**config.mk**
```make
export PLATFORM = sky130hd
export DESIGN_NAME = l15_data_ram_arbiter
export DESIGN_NICKNAME = d
export VERILOG_FILES = /design/src/rtl/l15_arb_pkg.sv /design/src/rtl/l15_rr_arbiter.sv /design/src/rtl/l15_data_ram_arbiter.sv
export SDC_FILE = /design/constraint.sdc
export NUM_CORES = 1
export LEC_CHECK = 0
export CAP_MARGIN = 20
export CELL_PAD_IN_SITES_DETAIL_PLACEMENT = 1
export CELL_PAD_IN_SITES_GLOBAL_PLACEMENT = 1
export CORE_UTILIZATION = 15
export DETAILED_ROUTE_END_ITERATION = 6
export PLACE_DENSITY = 0.87
export RECOVER_POWER = 50
export SLEW_MARGIN = 30
export SYNTH_ARGS = -nofsm -noshare
export SYNTH_HDL_FRONTEND = slang
export SYNTH_SLANG_ARGS = --single-unit
```
**constraint.sdc**
```tcl
create_clock -name clk -period 3.7 [get_ports clk]
set_clock_uncertainty 0.2 [all_clocks]
set_input_delay 0.555 -clock clk [delete_from_list [all_inputs] [get_ports clk]]
set_output_delay 0.555 -clock clk [all_outputs]
set_load 0.01 [all_outputs]
```
**src/rtl/l15_arb_pkg.sv**
```systemverilog
// Shared types for the L1.5 data RAM arbiter and its helpers.
// The localparams fix the default bank geometry; the RAM request struct
// is sized from them.
package l15_arb_pkg;

  localparam int unsigned L15_NB_RD_PORTS      = 4;
  localparam int unsigned L15_DATA_WIDTH       = 64;
  localparam int unsigned L15_ADDR_WIDTH       = 7;
  localparam int unsigned L15_BE_WIDTH         = L15_DATA_WIDTH / 8;
  localparam int unsigned L15_MAX_REFILL_BURST = 4;

  // Index width never collapses below one bit, even for a single reader.
  function automatic int unsigned idx_width(input int unsigned n);
    return (n > 1) ? $clog2(n) : 1;
  endfunction

  localparam int unsigned L15_RD_IDX_W = idx_width(L15_NB_RD_PORTS);

  typedef logic [L15_RD_IDX_W-1:0] rd_idx_t;

  typedef struct packed {
    logic                      req;
    logic                      write;
    logic [L15_ADDR_WIDTH-1:0] addr;
    logic [L15_DATA_WIDTH-1:0] wdata;
    logic [L15_BE_WIDTH-1:0]   be;
  } ram_req_t;

endpackage

```
**src/rtl/l15_rr_arbiter.sv**
```systemverilog
// Purely combinational round-robin arbiter: the pointer names the
// highest-priority requester, priority then falls through ascending
// indices with wrap-around.
module l15_rr_arbiter #(
  parameter  int unsigned N     = 4,
  localparam int unsigned IDX_W = (N > 1) ? $clog2(N) : 1
) (
  input  logic [N-1:0]     i_req,
  input  logic [IDX_W-1:0] i_ptr,
  output logic [N-1:0]     o_gnt,
  output logic [IDX_W-1:0] o_idx,
  output logic             o_valid
);

  logic w_found;

  // Scan requesters starting at the pointer and pick the first one asserted.
  always_comb begin
    // NOTE: every output gets a default before the loop so no path leaves
    // a variable unassigned, which would otherwise infer a latch.
    o_gnt   = '0;
    o_idx   = '0;
    w_found = 1'b0;
    for (int unsigned i = 0; i < N; i++) begin
      if (!w_found && i_req[(32'(i_ptr) + i) % N]) begin
        w_found                      = 1'b1;
        o_gnt[(32'(i_ptr) + i) % N]  = 1'b1;
        o_idx                        = IDX_W'((32'(i_ptr) + i) % N);
      end
    end
    o_valid = w_found;
  end

endmodule

```
**src/rtl/l15_data_ram_arbiter.sv**
```systemverilog
// Shares one single-port L1.5 data SCM bank between NB_RD_PORTS fetch
// readers and the AXI refill writer. One grant per cycle, decided
// combinationally; read data returns one cycle after the grant.
// Optional macro L15_REFILL_FAIRNESS_EN: after MAX_REFILL_BURST back-to-back
// refill grants with a reader waiting, one read slot is forced.
module l15_data_ram_arbiter
  import l15_arb_pkg::*;
#(
  parameter int unsigned NB_RD_PORTS      = L15_NB_RD_PORTS,
  parameter int unsigned DATA_WIDTH       = L15_DATA_WIDTH,
  parameter int unsigned ADDR_WIDTH       = L15_ADDR_WIDTH,
  parameter int unsigned BE_WIDTH         = DATA_WIDTH / 8,
  parameter int unsigned MAX_REFILL_BURST = L15_MAX_REFILL_BURST
) (
  input  logic                                  clk,
  input  logic                                  rst_n,
  // fetch readers
  input  logic [NB_RD_PORTS-1:0]                rd_req_i,
  input  logic [NB_RD_PORTS-1:0][ADDR_WIDTH-1:0] rd_addr_i,
  output logic [NB_RD_PORTS-1:0]                rd_gnt_o,
  output logic [NB_RD_PORTS-1:0]                rd_rvalid_o,
  output logic [DATA_WIDTH-1:0]                 rd_rdata_o,
  // refill writer
  input  logic                                  refill_req_i,
  input  logic [ADDR_WIDTH-1:0]                 refill_addr_i,
  input  logic [DATA_WIDTH-1:0]                 refill_wdata_i,
  input  logic [BE_WIDTH-1:0]                   refill_be_i,
  output logic                                  refill_gnt_o,
  // data bank
  output logic                                  ram_req_o,
  output logic                                  ram_write_o,
  output logic [ADDR_WIDTH-1:0]                 ram_addr_o,
  output logic [DATA_WIDTH-1:0]                 ram_wdata_o,
  output logic [BE_WIDTH-1:0]                   ram_be_o,
  input  logic [DATA_WIDTH-1:0]                 ram_rdata_i
);

  rd_idx_t                rr_q;
  rd_idx_t                w_rr_next;
  logic [NB_RD_PORTS-1:0] rvalid_q;
  logic [NB_RD_PORTS-1:0] w_rr_gnt;
  rd_idx_t                w_rr_idx;
  logic                   w_rr_valid;
  logic                   w_any_rd;
  logic                   w_refill_win;
  logic                   w_rd_win;
  ram_req_t               w_ram;

  assign w_any_rd = |rd_req_i;

  l15_rr_arbiter #(
    .N (NB_RD_PORTS)
  ) u_rr_arbiter (
    .i_req   (rd_req_i),
    .i_ptr   (rr_q),
    .o_gnt   (w_rr_gnt),
    .o_idx   (w_rr_idx),
    .o_valid (w_rr_valid)
  );

`ifdef L15_REFILL_FAIRNESS_EN
  localparam int unsigned BURST_W = $clog2(MAX_REFILL_BURST + 1);

  logic [BURST_W-1:0] burst_cnt_q;
  logic               w_burst_full;

  assign w_burst_full = w_any_rd && (burst_cnt_q == BURST_W'(MAX_REFILL_BURST));
  assign w_refill_win = refill_req_i && !w_burst_full;

  // Count the current run of refill grants that kept a reader waiting.
  always_ff @(posedge clk or negedge rst_n) begin
    if (!rst_n) begin
      burst_cnt_q <= '0;
    end else if (!w_any_rd || w_rd_win) begin
      burst_cnt_q <= '0;
    end else if (w_refill_win) begin
      burst_cnt_q <= burst_cnt_q + 1'b1;
    end
  end
`else
  // Refill has strict priority; readers may starve while it is held.
  assign w_refill_win = refill_req_i;
`endif

  assign w_rd_win     = w_rr_valid && !w_refill_win;
  assign rd_gnt_o     = w_rd_win ? w_rr_gnt : '0;
  assign refill_gnt_o = w_refill_win;

  // Drive the bank from whichever requester won; zeros when idle.
  always_comb begin
    w_ram = '0;
    if (w_refill_win) begin
      w_ram.req   = 1'b1;
      w_ram.write = 1'b1;
      w_ram.addr  = refill_addr_i;
      w_ram.wdata = refill_wdata_i;
      w_ram.be    = refill_be_i;
    end else if (w_rd_win) begin
      w_ram.req  = 1'b1;
      w_ram.addr = rd_addr_i[w_rr_idx];
      w_ram.be   = '1;
    end
  end

  assign ram_req_o   = w_ram.req;
  assign ram_write_o = w_ram.write;
  assign ram_addr_o  = w_ram.addr;
  assign ram_wdata_o = w_ram.wdata;
  assign ram_be_o    = w_ram.be;

  // Winner's successor becomes the new top-priority reader; wraps to 0.
  assign w_rr_next = (w_rr_idx == rd_idx_t'(NB_RD_PORTS - 1)) ? '0 : w_rr_idx + 1'b1;

  // Round-robin pointer and the one-cycle read-valid pipeline.
  always_ff @(posedge clk or negedge rst_n) begin
    if (!rst_n) begin
      rr_q     <= '0;
      rvalid_q <= '0;
    end else begin
      // NOTE: non-blocking assignments so every flop samples pre-edge values.
      rvalid_q <= rd_gnt_o;
      if (w_rd_win) begin
        rr_q <= w_rr_next;
      end
    end
  end

  assign rd_rvalid_o = rvalid_q;
  assign rd_rdata_o  = ram_rdata_i;

endmodule

```
==> impl_metrics.py <==
metrics = {
    "pwr": {
        "power_density_nw_per_um2": 541.9,
        "combPwrFrac_pct": 88.8,
        "p_seq_share_pct": 4.3,
        "netSwitchingPower_mw": 1.174,
        "p_int_mw": 1.369,
        "clkPwrFrac_pct": 6.9,
        "leakage_nw": 1.900,
        "ir_drop_mv": 0.4422,
        "switching_share_pct": 46.18,
    },
    "final_layout": {
        "fin_cells": 714,
        "nNetsFinal": 684,
        "final_util_pct": 29.33,
        "synthToLayoutAreaGrowth_pct": 89.73,
        "drive_gt1_share_pct": 18.35,
    },
    "detailed_routing": {
        "wl_um": 14000,
        "vias": 3056,
        "first_pass_iters": 4,
        "post_drt_via_cell_ratio": 4.280,
        "ant_nets": 0,
        "wire_per_inst_um": 19.61,
        "drtIter0Drc": 80,
        "drc": 0,
    },
    "logic_synthesis": {
        "synth.area.top_cells": "buf_4 (20%), and2_1 (16%), dfrtp_1 (6.1%), a22o_1 (4.2%), ha_1 (4.0%)",
        "synthAdderAreaFrac_pct": 4.047,
        "seq_area_frac_synth_pct": 6.070,
        "synth.area.mux_share_pct": 8.447,
        "async_flop_share_pct": 100.0,
        "synth_cell_types": 41,
        "synth_common_cells": "buf_4 (66), and2_1 (65), nand2_1 (23)",
        "yosys.area.top_type_share_pct": 20.03,
        "ys_seq_elements": 6,
        "netlist_instances": 335,
        "ys_warn_count": 0,
        "synth.most_common_cell": "buf_4",
        "syn_area_um2": 2474,
        "synth_ff_type": "dfrtp_1",
        "synth_top_family_by_area": "buffers and inverters",
        "synth-edff-count": 0,
        "synthSimpleGateAreaFrac_pct": 27.47,
        "synth.avg_cell_area_um2": 7.384,
        "synth-compound-area-share_pct": 26.00,
        "yosysTopAreaCell": "buf_4",
        "syn-num-nets": 521,
        "synth_xor_area_share_pct": 0.3541,
    },
    "timing": {
        "hold_viol": 0,
        "slew_headroom_pct": 64.03,
        "setup_slack_ns": 0.1022,
        "finalSetupViolCount": 0,
        "worst_slew_pin_slew_ns": 0.5395,
        "rsz0062_at_grt": "true",
        "fmax_mhz": 278.0,
        "timing.hold.ws_ns": 0.4705,
        "fin_crit_sh_pct": 97.24,
        "min_period_ns": 3.598,
        "report.final.slew_viol_count": 0,
    },
    "critical_path": {
        "path_max_fanout": 5,
        "required_ns": 2.94,
        "crit_type": "reg -> out",
        "crit_chain": "inv_1 -> ha_4 -> mux4_2 -> inv_2 -> and3_4 -> buf_4 -> a221oi_2 -> a221oi_1 -> dlygate4sd2_1",
        "cp_slowest_stage_delay_ns": 0.58,
        "timing.rr.start": "rr_q[0]",
        "crit_path_top_delay_cell": "mux4_2",
        "critPathLaunchType": "flop",
        "worstSetupEndpointType": "output pin",
        "arrival_ns": 2.84,
        "crit_start": "rr_q[0]",
    },
    "floorplan": {
        "die-width_um": 130.4,
        "rows": 46,
        "die_area_um2": 17010,
        "fp.dieH_um": 130.4,
        "ios": 332,
        "start_util_pct": 15.46,
        "core-area_um2": 16000,
    },
    "global_route": {
        "grt_max_degree": 73,
        "grt.overflow.total": 0,
        "grt_pass1_wl_um": 18600,
        "grt_util_all_layers_pct": 14.86,
        "antenna_found_initial": 3,
        "grt_pass1_vias": 3031,
    },
    "clocking": {
        "htreeDepth": 1,
        "cts.path.max_buffers": 2,
        "cts_root_buffer": "clkbuf_16",
        "clk_latency_ns": 0.23,
        "holdBufCountCts": 0,
        "cts_tree": "built",
        "cts.sinks": 6,
        "cts_made_buffers": 3,
        "clk_pin_slew_worst_paths_ns": 0.04,
    },
    "placed_design": {
        "place_hpwl_um": 11680,
        "io_buffers": 203,
        "dp.cells": 701,
        "place_congestion": 0.8063,
        "post-place-ws_ns": -0.3622,
    },
    "min_path": {
        "min_path_type": "in -> async",
    },
    "status": {
        "status": "finished, final reports clean",
    },
    "run": {
        "drv_cap": 0,
    },
}
-- path summary, 6_finish.rpt --
path | endpoint | slack (ns) | cells after the start
worst min register to register | rr_q[1] | 0.49 | 3
max in group asynchronous | rd_rvalid_o[1] | 2.57 | 1
worst min-delay path | rd_rvalid_o[0] | 0.47 | 1
min in group clk | rr_q[1] | 0.49 | 3
worst max register to register | rd_rvalid_o[3] | 1.12 | 9
worst max-delay path | ram_addr_o[1] | 0.10 | 9
-- critical path, delay by kind of cell (launching register included) --
kind	cells	cell delay, ns
buf+inv	4	0.70
fa+ha+maj	1	0.30
simple gates	1	0.26
flops	1	0.37
compound gates	2	0.40
mux	1	0.58
-- logic make-up after synthesis --
family / Yosys count
adders and majority gates: 8
muxes: 16
buffers and inverters: 104
AOI/OAI and AO/OA: 79
DFF: 6
and+or+nand+nor: 121
xor gates and xnor gates: 1
-- per-layer routing --
metal	share of wire (%)	track usage, %
met1	33	14.26
met2	55	29.63
met3	11	6.230
met4	0.99	2.299
met5	0.12	0
-- metrics by stage --
step | power [mW] | instance area [um^2] | TNS [ns]
floorplan | 1.353 | 2474 | 0
global placement | 2.154 | 4459 | -2.733
detailed placement | 2.211 | 4459 | -4.012
CTS | 2.447 | 4589 | -0.009094
global route | 2.720 | 4691 | -0.08319
finish | 2.543 | 4693 | 0
-- area by class of cell --
cell class | count | area (um^2)
multi-input combinational | 226 | 1748
tap | 216 | 270.3
clock buffer | 3 | 75.07
timing repair buffer | 248 | 2396
antenna | 2 | 5.005
fill | 1928 | 11310
sequential | 6 | 150.1
inverter | 13 | 48.80
-- flip-flops by register name, summed over array words and instances (netlist names) --
register / cells
rd_rvalid_o: 4
rr_q: 2
-- placed cells by master (no fill, tap or decap), types with 2 or more instances in the layout --
cell type	n
a221oi_2	13
diode_2	2
nor3_2	2
dfrtp_1	6
inv_1	12
nor3_1	4
nand2_1	23
a221oi_1	4
buf_2	2
clkdlybuf4s50_1	174
a211o_1	4
and2_1	65
clkbuf_2	2
o21ai_0	15
clkbuf_16	3
o21ai_1	2
a221o_1	5
a22oi_1	4
buf_12	3
buf_4	40
a21oi_2	3
mux2i_1	9
mux2_2	2
and3_4	2
ha_1	7
mux4_2	3
a21oi_1	9
dlygate4sd2_1	14
dlymetal6s2s_1	6
nand3_1	12
a22o_1	12
o211ai_1	3
dlygate4sd3_1	5
nor2b_1	2
nor2_1	6
-- repair_timing --
item | 4_1_cts | 5_1_grt
endpoints found under the setup margin | 20 | 16
buffers inserted | 2 | 5
cloned | 1 | 0
pin swaps | 4 | 0
gates resized for setup | 33 | 19
-- power by group through the flow --
stage	clock network, mW	logic (mW)	registers (mW)
2_1_floorplan	0	1.23	0.128
5_1_grt	0.189	2.42	0.112
3_3_place_gp	0	2.04	0.109
6_report	0.176	2.26	0.109
3_5_place_dp	0	2.10	0.110
4_1_cts	0.181	2.16	0.110
Note: power is estimated with default switching activity, not from simulation.
==> edit (same flow settings) <==
Change the package constant `L15_ADDR_WIDTH` from 7 to 8.
--- a/src/rtl/l15_arb_pkg.sv
+++ b/src/rtl/l15_arb_pkg.sv
@@ -6,5 +6,5 @@
   localparam int unsigned L15_NB_RD_PORTS      = 4;
   localparam int unsigned L15_DATA_WIDTH       = 64;
-  localparam int unsigned L15_ADDR_WIDTH       = 7;
+  localparam int unsigned L15_ADDR_WIDTH       = 8;
   localparam int unsigned L15_BE_WIDTH         = L15_DATA_WIDTH / 8;
   localparam int unsigned L15_MAX_REFILL_BURST = 4;
Interface: changed (resized ram_addr_o, rd_addr_i and refill_addr_i); port bits go from 332 to 338. The function was not compared with the original's and may differ.
==> edit against the unedited design <==
- the flow now finishes with violations (design-rule violations)
- final area decreased by 4.7%
- worst setup slack improved by 0.0018 ns
- routed wire length is 2.5% higher
- sequential cell count is the same
- sequential power up 6%
- synthesized area down 8.1%
- total power fell by 6.7%
- critical endpoint is now ram_addr_o[5]
- largest power group unchanged
- highest routed layer is now met4
==> edit: results (changes against the unedited design) <==
worst-r2r-cell-count: 10  # was 9
synthTopCellsByArea: "buf_4 22%, and2_1 18%, dfrtp_1 6.6%"  # was buf_4 20%, and2_1 16%, dfrtp_1 6.1%
place.detailed.hpwl_um: 11700  # was 11680 µm
cp_max_fo: 4  # was 5
drc_errors: 10  # was 0
ys_seq_area_share_pct: 6.604  # was 6.070%
grt_pass1_vias: 3254  # was 3031
violations: "design-rule violations"
synth.distinct_cells: 44  # was 41
drt-met1-wl_um: 5674  # was 4576 µm
gp_congestion: 0.8978  # was 0.8063
synthMuxAreaShare_pct: 9.521  # was 8.447%
wl_met2_um: 7205  # was 7743 µm
synth_xor_area_share_pct: 0.3853  # was 0.3541%
synth.net_count: 501  # was 521
first_pass_iters: 7  # was 4
outcome: "complete, but fails checks"  # was completed
dr_wl_met3_um: 1436  # was 1526 µm
synthAdderAreaFrac_pct: 4.403  # was 4.047%
diodes: 0  # was 2
grt.total_usage_pct: 17.64  # was 14.86%
antenna_found_initial: 0  # was 3
wl_per_cell_um: 21.77  # was 19.61 µm
vdd_ir_drop_max_uv: 214.1  # was 442.2 µV
initialDrtViolationCount: 136  # was 80
p_leak_nw: 1.875  # was 1.900 nW
port_buffers: 209  # was 203
place_area_um2: 4320  # was 4459 µm²
[edit: layer usage]
metal  track usage [%]  vias up
met5                 0        -
met4             1.291        0
met3             7.831        6
met2             32.04      152
met1             19.61     1365
li1                  -     1331
[edit: power by group]
group	leakage [nW]	switching [mW]	internal [mW]	total [mW]
clock	0.0370	0.0380	0.139	0.177
sequential	0.0763	0.0194	0.0957	0.115
combinational	1.76	0.991	1.09	2.08
[edit: critical path: stages (launching register included)]
cell      delay, ns
dfrtp_2        0.43
clkinv_8       0.06
ha_4           0.27
mux4_2         0.55
nor2b_4        0.18
nand2b_4       0.17
buf_4          0.13
mux2_4         0.31
a221oi_4       0.25
o221ai_2       0.12
buf_2          0.14
[edit: final cells by class]
cell class,count,area (µm²)
repair buffers,250,2385
flip-flops and latches,6,151.4
inverters,16,72.57
well taps,184,230.2
multi-input cells,200,1560
clock buffers,3,75.07
fillers,1720,10170
[edit: worst min path at each step]
stage / startpoint / to / slack [ns] / cells past startpoint
final: rst_n / rd_rvalid_o[0] / 0.45 / 1
after global routing: rst_n / rd_rvalid_o[0] / 0.49 / 1
after CTS: rst_n / rd_rvalid_o[0] / 0.39 / 1
after detailed placement: rr_q[1] / rr_q[1] / 0.54 / 3
after global placement: rr_q[1] / rr_q[1] / 0.52 / 3
after floorplan: rst_n / rd_rvalid_o[0] / 0.06 / 0
[edit: cell families after synthesis]
family / after synthesis
xor+xnor: 1
fa+ha+maj: 8
simple gates: 107
buf+inv: 105
flops: 6
compound gates: 66
mux: 17
[edit: per-stage QoR]
step / hold WS [ns] / setup slack [ns] / TNS [ns] / cells / util [%]
2_1_floorplan: 0.05941 / 0.02236 / 0 / 310 / -
3_3_place_gp: 0.5249 / -0.5393 / -4.254 / 650 / 29.50
3_5_place_dp: 0.5405 / -0.5560 / -4.717 / 650 / 29.50
4_1_cts: 0.3877 / -0.02013 / -0.02013 / 658 / 30.33
5_1_grt: 0.4865 / 0.003754 / 0 / 659 / 30.55
6_report: 0.4524 / 0.1041 / 0 / 659 / 30.55
[edit: repair_timing]
item                                   4_1_cts  5_1_grt
setup endpoints to repair                   12        9
endpoints found under the hold margin        0        0
setup buffers                                4        1
gates resized for setup                     41       22
pin swaps                                    4        8
gates cloned                                 1        0
